### src/rtl/fp_square_if.sv
// fp_square go/done handshake bundle.
// FP_SQUARE_SATURATE_EN adds the registered overflow flag.
interface fp_square_if #(
  parameter int WIDTH = 32
);
  logic             go;
  logic [WIDTH-1:0] in;
  logic [WIDTH-1:0] out;
  logic             done;
`ifdef FP_SQUARE_SATURATE_EN
  logic             overflow;
`endif

  modport master (
    output go, in,
`ifdef FP_SQUARE_SATURATE_EN
    input  overflow,
`endif
    input  out, done
  );

  modport slave (
    input  go, in,
`ifdef FP_SQUARE_SATURATE_EN
    output overflow,
`endif
    output out, done
  );
endinterface

### src/rtl/fp_square.sv
// fp_square: multi-cycle unsigned fixed-point squarer.
// out = (in*in) >> FRAC_WIDTH, one shift-and-add step per cycle, WIDTH cycles
// from the capture edge to the done pulse.
// FP_SQUARE_SATURATE_EN: clamp out to all ones on overflow and raise overflow
// with done; otherwise the result wraps modulo 2^WIDTH.
module fp_square #(
  parameter int WIDTH      = 32,
  parameter int INT_WIDTH  = 16,
  parameter int FRAC_WIDTH = 16
) (
  input logic        clk,
  input logic        reset,
  fp_square_if.slave bus
);
  localparam int IW = (WIDTH > 1) ? $clog2(WIDTH) : 1;
  localparam int PW = 2 * WIDTH;

  // Reject inconsistent fixed-point formats at elaboration.
  generate
    if (INT_WIDTH + FRAC_WIDTH != WIDTH || FRAC_WIDTH < 0 || FRAC_WIDTH >= WIDTH) begin : g_cfg_err
      $error("fp_square: INT_WIDTH + FRAC_WIDTH must equal WIDTH, 0 <= FRAC_WIDTH < WIDTH");
    end
  endgenerate

  logic             running;
  logic [IW-1:0]    idx;
  logic [PW-1:0]    m;      // multiplicand, shifts left each step
  logic [WIDTH-1:0] q;      // multiplier, shifts right each step
  logic [PW-1:0]    acc;
  logic [PW-1:0]    acc_nxt;
  logic [WIDTH-1:0] res;
  logic [WIDTH-1:0] out_r;
  logic             done_r;
`ifdef FP_SQUARE_SATURATE_EN
  logic             ovf;
  logic             ovf_r;
`endif

  // Accumulator after this cycle's conditional add; the last step's result
  // feeds the output register directly so no extra cycle is spent.
  always_comb begin
    acc_nxt = q[0] ? acc + m : acc;
`ifdef FP_SQUARE_SATURATE_EN
    ovf     = |(acc_nxt >> (WIDTH + FRAC_WIDTH));
    res     = ovf ? {WIDTH{1'b1}} : acc_nxt[FRAC_WIDTH +: WIDTH];
`else
    res     = acc_nxt[FRAC_WIDTH +: WIDTH];
`endif
  end

  // Capture on go while idle, iterate while running, load out on the last step.
  always_ff @(posedge clk) begin
    if (reset) begin
      running <= 1'b0;
      idx     <= '0;
      m       <= '0;
      q       <= '0;
      acc     <= '0;
      out_r   <= '0;
      done_r  <= 1'b0;
`ifdef FP_SQUARE_SATURATE_EN
      ovf_r   <= 1'b0;
`endif
    end else begin
      done_r <= 1'b0;
`ifdef FP_SQUARE_SATURATE_EN
      ovf_r  <= 1'b0;
`endif
      if (!running) begin
        if (bus.go) begin
          m       <= {{WIDTH{1'b0}}, bus.in};
          q       <= bus.in;
          acc     <= '0;
          running <= 1'b1;
          idx     <= '0;
        end
      end else begin
        acc <= acc_nxt;
        m   <= m << 1;
        q   <= q >> 1;
        idx <= idx + 1'b1;
        if (idx == IW'(WIDTH - 1)) begin
          running <= 1'b0;
          out_r   <= res;
          done_r  <= 1'b1;
`ifdef FP_SQUARE_SATURATE_EN
          ovf_r   <= ovf;
`endif
        end
      end
    end
  end

  assign bus.out  = out_r;
  assign bus.done = done_r;
`ifdef FP_SQUARE_SATURATE_EN
  assign bus.overflow = ovf_r;
`endif
endmodule

### src/flat_wrapper.sv
// flat-port wrapper written by rule: the top's interface ports become plain ports
module fp_square_flat 
#(
  parameter int WIDTH      = 32,
  parameter int INT_WIDTH  = 16,
  parameter int FRAC_WIDTH = 16
)
  (clk, reset, bus_go, bus_in, bus_out, bus_done);
  fp_square_if #(.WIDTH(WIDTH)) bus_i ();
  input logic clk;
  input logic reset;
  input wire logic [$bits(bus_i.go)-1:0] bus_go;
  input wire logic [$bits(bus_i.in)-1:0] bus_in;
  output wire logic [$bits(bus_i.out)-1:0] bus_out;
  output wire logic [$bits(bus_i.done)-1:0] bus_done;
  assign bus_i.go = bus_go;
  assign bus_i.in = bus_in;
  assign bus_out = bus_i.out;
  assign bus_done = bus_i.done;
  fp_square #(.WIDTH(WIDTH), .INT_WIDTH(INT_WIDTH), .FRAC_WIDTH(FRAC_WIDTH)) u_core (.clk(clk), .reset(reset), .bus(bus_i));
endmodule
### config.mk
export PLATFORM = sky130hd
export DESIGN_NAME = fp_square_flat
export DESIGN_NICKNAME = d
export VERILOG_FILES = /design/src/rtl/fp_square_if.sv /design/src/rtl/fp_square.sv /design/src/flat_wrapper.sv
export SDC_FILE = /design/constraint.sdc
export NUM_CORES = 1
export LEC_CHECK = 0
export ABC_CLOCK_PERIOD_IN_PS = 3200
export CORE_ASPECT_RATIO = 2
export CORE_UTILIZATION = 48
export CTS_CLUSTER_DIAMETER = 80
export CTS_CLUSTER_SIZE = 25
export DETAILED_ROUTE_END_ITERATION = 12
export GPL_ROUTABILITY_DRIVEN = 0
export PLACE_DENSITY_LB_ADDON = 0.2
export SYNTH_ARGS = -nofsm -noshare
export SYNTH_HDL_FRONTEND = slang
export SYNTH_SLANG_ARGS = --single-unit
### constraint.sdc
create_clock -name clk -period 3.2 [get_ports clk]
set_input_delay 0.64 -clock clk [delete_from_list [all_inputs] [get_ports clk]]
set_output_delay 0.64 -clock clk [all_outputs]
set_load 0.005 [all_outputs]
Word-level counts from Yosys, hierarchy flattened
Cells that the tools add are included.
Word-level totals
  output and inout port bits: 33
  bits of input ports: 35
  logic and storage cells: 33
  register bits: 199
Operators by class
  $add $sub $neg: 2
  reduce and logical (&&, ||, !) cells: 5
  multiplexer cells: 13
  bitwise logic cells: 1
  equality and inequality tests: 2
Operators by type and width (count)
  $mux 64: 5
  $add 64x64->64: 1
  $mux 31: 2
  $mux 5: 2
  $add 5x1->5 const B: 1
  $eq 5x5->1 const B: 1
  $mux 1: 4
  $reduce_and 2->1: 2
  $reduce_or 2->1: 2
  $ne 2x2->1 const B: 1
  $reduce_bool 2->1: 1
  $not 1->1: 1

Logic depth before layout (Yosys ltp)
Gate-level depths: netlist (run 1).
  depth after elaboration: 3
  mapped depth: 12
  mapped depth without buffers: 12

Worst setup path before layout (run 1)
No wires, ideal clock.
  path type: register to register
  start: register u_core.m[0]
  end: register u_core.out_r[16], in the netlist u_core.bus.out[16]
  path slack: 0.691 ns
  library setup time: 0.062 ns
  arrival time: 2.447 ns
  cell stages (with the launch flop): 13
  buffers on the path: 0
  data required time: 3.138 ns
  cell sequence: dfxtp_1 ha_1 inv_1 fa_1 nand2b_1 a21oi_1 o311ai_2 o21ai_2 a21oi_1 o21ai_1 a21oi_1 or4_1 nand3_1
Between the ends
  cells in the longest elaborated chain, start to end: 2
Ends and longest elaborated chain
  from (decl): line fp_square.sv:27  | logic [PW-1:0] m;
  from (signal assigned): line fp_square.sv:71  | m <= {{WIDTH{1'b0}}, bus.in};
  from (signal assigned): line fp_square.sv:79  | m <= m << 1;
  $add 64x64->64: line fp_square.sv:42  | acc_nxt = q[0] ? acc + m : acc;
  $mux 64: line fp_square.sv:42
  to (signal assigned): line fp_square.sv:84  | out_r <= res;
  to (decl): line fp_square.sv:32  | logic [WIDTH-1:0] out_r;
Every way passes these cells. The select of a mux whose other input is x is not followed.
A chain may end at the register's enable or synchronous reset.

Worst setup path in the final report (run 1)
  start: register u_core.m[14]
  end: register u_core.out_r[17], in the netlist u_core.bus.out[17]
The elaborated chain is that of the path after synthesis.

==> metrics, run 1 <==
number of I/O port buffers=67; Yosys reg bits=167; Die W=101.0 um; Die H=200.0 um; most frequent cell after synthesis=dfxtp_1; Worst-path clk slew=60 ps; clk_lat worst skew=440 ps; Ys Warns=0; P&R area growth vs syn=15.25%; Fin Hold WS=451.9 ps; Syn Inst Count=1,150; initial antenna violation count=1; worst vdd ir=0.0003222 V; Tot GR Track Use=0.2913; critical path peak fanout=7; Slew Viols, Final=0; Initial DRC Count=404; Clock Power Share=0.421; max-cap viol count=0; routed wire length=28,110 um; CP Capture Type=register; final-report hold violation count=0; syn_nets=1,235; largest cells by area after synthesis=dfxtp_1 36%, mux2i_1 8.0%, ha_1 6.5%, nor2_1 5.7%, o21ai_0 5.7%; internal power=3.557 mW; RSZ-0062 raised after global routing=no; Min-Delay Path Class=register to register; Fmax=335.2 MHz; layout cells sized above 1=0.06639; # IOs=68; Final setup viols=0; Sw Ratio=0.2672; Routed Antenna Nets=0; DP HPWL=20,650 um; H-tree lvl count=4; Max Buffers Root-to-Sink=2; largest net degree at the start of global routing=132; leakage=4.646 nW; Initial DRT Pass Iterations=5; Final period util=0.9324; DR DRC count=0; Starting Density=0.4881; Die Area=20,200 um^2; Top FF cell, synth=dfxtp_1; combinational power share=0.121; synth cell count leaders=167 x dfxtp_1, 143 x nor2_1, 112 x nand2_1; WP data arrival=3290 ps; vias in the first global route=8,670; ys async rst share=0; CTS sink count=167; CTS tree=built; crit-path max cell delay=400 ps; Vias=8,735; Synth cell types=70; vias per cell=6.024; clk_skew=9.940 ps; Setup TNS=0 ps; status=complete, no violations; CP Class=register to register; power density over the cells=447.5 nW/um^2; Slew headroom=0.4288; first-pass GRT wire length=44,420 um; Worst setup SP type=register; clock root cell=clkbuf_16; Power, Total=4.854 mW; Layout Nets=1,262; slew at the pin closest to its max-slew limit=855.9 ps; largest area contributor in the netlist=dfxtp_1; per-cell routed wire length=19.38 um; average size of a mapped cell=8.183 um^2; Period minus WS final=2984 ps; Site Rows=72; CP Cell Sequence=ha_1 > a21oi_1 > o21ai_0 > nor3_1 > a31oi_2 > and3_1 > nor3_1 > xnor2_1 > mux2i_1 > o21ai_0; register area share after synthesis=0.3553; mapped cell area=9410 um^2; Core Region=19,280 um^2; post-synth top area share=0.3553; Flop pwr share=0.458; CP max stage cell=a21oi_1; TritonCTS Buffers=17; gr ovfl total=0; EDFF count, synth=0; Req. time, crit path=3510 ps; Net Sw Power=1.297 mW
final cells by class:
cell class                 count  area [um^2]
sequential                   167         3343
antenna                        1        2.502
tap                          259        324.1
clock buffer                  22        454.2
fill                        1868         8433
inverter                      22        83.83
multi-input combinational    881         5680
clock inverter                10        121.4
timing repair buffer          88        835.8
power by group through the flow:
stage	logic [mW]	clock network (mW)	registers [mW]
floorplan	0.419	0	2.24
CTS	0.587	2.07	2.22
global placement	0.576	0	2.27
detailed placement	0.581	0	2.27
finish	0.588	2.04	2.22
global route	0.649	2.16	2.23
worst max-delay path: cells and delay by family, from the launching register on:
family	cells	cell delay, ps
fa+ha+maj	1	390
flops	1	330
xor+xnor	1	150
simple gates	3	870
compound gates	4	910
mux	1	200
per-layer routing:
| metal | vias to the layer above | global-route usage | routed length (um) |
|---|---|---|---|
| met5 | - | 0 | 0 |
| met4 | 0 | 0.2464 | 2223 |
| met3 | 125 | 0.05780 | 972 |
| met2 | 249 | 0.5396 | 15220 |
| met1 | 4170 | 0.2671 | 9690 |
| li1 | 4191 | - | - |
kinds of logic (layout without fill, tap and decap cells):
logic type | after synthesis | in the layout | synth area share
adder cells (fa/ha/maj) | 50 | 50 | 0.06728
multiplexers | 75 | 75 | 0.07978
flip-flops | 167 | 167 | 0.3553
buffers and inverters | 102 | 142 | 0.04335
XOR/XNOR | 43 | 43 | 0.04002
other | 0 | 1 | 0
AO/OA/AOI/OAI | 340 | 340 | 0.2348
AND/OR/NAND/NOR | 373 | 373 | 0.1795
flip-flops by register name (all words and copies together) (netlist names):
signal and flops:
u_core.q 32, u_core.bus.done 1, u_core.idx 5, u_core.acc 48, u_core.running 1, u_core.m 48
u_core.bus.out 32
placed cells by master (no fill, tap or decap), types with 5 or more instances in the layout:
cell / synthesis / layout
nand2_1: 112 / 112
buf_4: 0 / 22
and3_1: 25 / 25
nand4_1: 18 / 18
inv_1: 21 / 20
o32ai_1: 5 / 5
and2_1: 5 / 5
a22o_1: 14 / 14
a22oi_1: 18 / 18
a21o_1: 22 / 22
nor2b_1: 8 / 8
clkdlybuf4s50_1: 0 / 65
nor2_1: 143 / 143
a31oi_1: 11 / 10
or2_2: 6 / 6
o21a_1: 7 / 7
nand2b_1: 7 / 7
xor2_1: 18 / 18
mux2i_1: 75 / 75
a21oi_1: 80 / 77
clkbuf_16: 0 / 17
a32oi_1: 11 / 11
xnor2_1: 25 / 25
nor3_1: 8 / 8
nand3_1: 20 / 20
o21ai_0: 107 / 107
dfxtp_1: 167 / 167
ha_1: 49 / 49
o21bai_1: 11 / 11
metrics by stage:
step / cell area, um^2 / utilization / setup slack [ps] / cells
floorplan: 9410 / - / 690.8 / 1150
global placement: 10250 / 0.5317 / 251.8 / 1417
detailed placement: 10250 / 0.5317 / 250.5 / 1417
CTS: 10830 / 0.5615 / 210.9 / 1449
global route: 10840 / 0.5624 / 47.46 / 1449
finish: 10850 / 0.5626 / 216.4 / 1450
path summary, 6_finish.rpt:
kind | start | end | slack, ps | cells past startpoint
max | u_core.m[14] | u_core.bus.out[17] | 220 | 10
min | u_core.bus.out[21] | u_core.bus.out[21] | 450 | 2
max reg2reg | u_core.m[14] | u_core.bus.out[17] | 220 | 10
min reg2reg | u_core.bus.out[21] | u_core.bus.out[21] | 450 | 2
what timing repair did:
action	CTS	global route
buffers inserted	0	0
endpoints found under the setup margin	0	4
hold buffers	0	0
gates resized for setup	0	4
Note: power is estimated with default switching activity, not from simulation.
==> run 2, diff against run 1 <==
- CTS_CLUSTER_DIAMETER: 80 -> not set
==> results of run 2 <==
No change in the layout: final DEF, timing and power equal those of run 1.
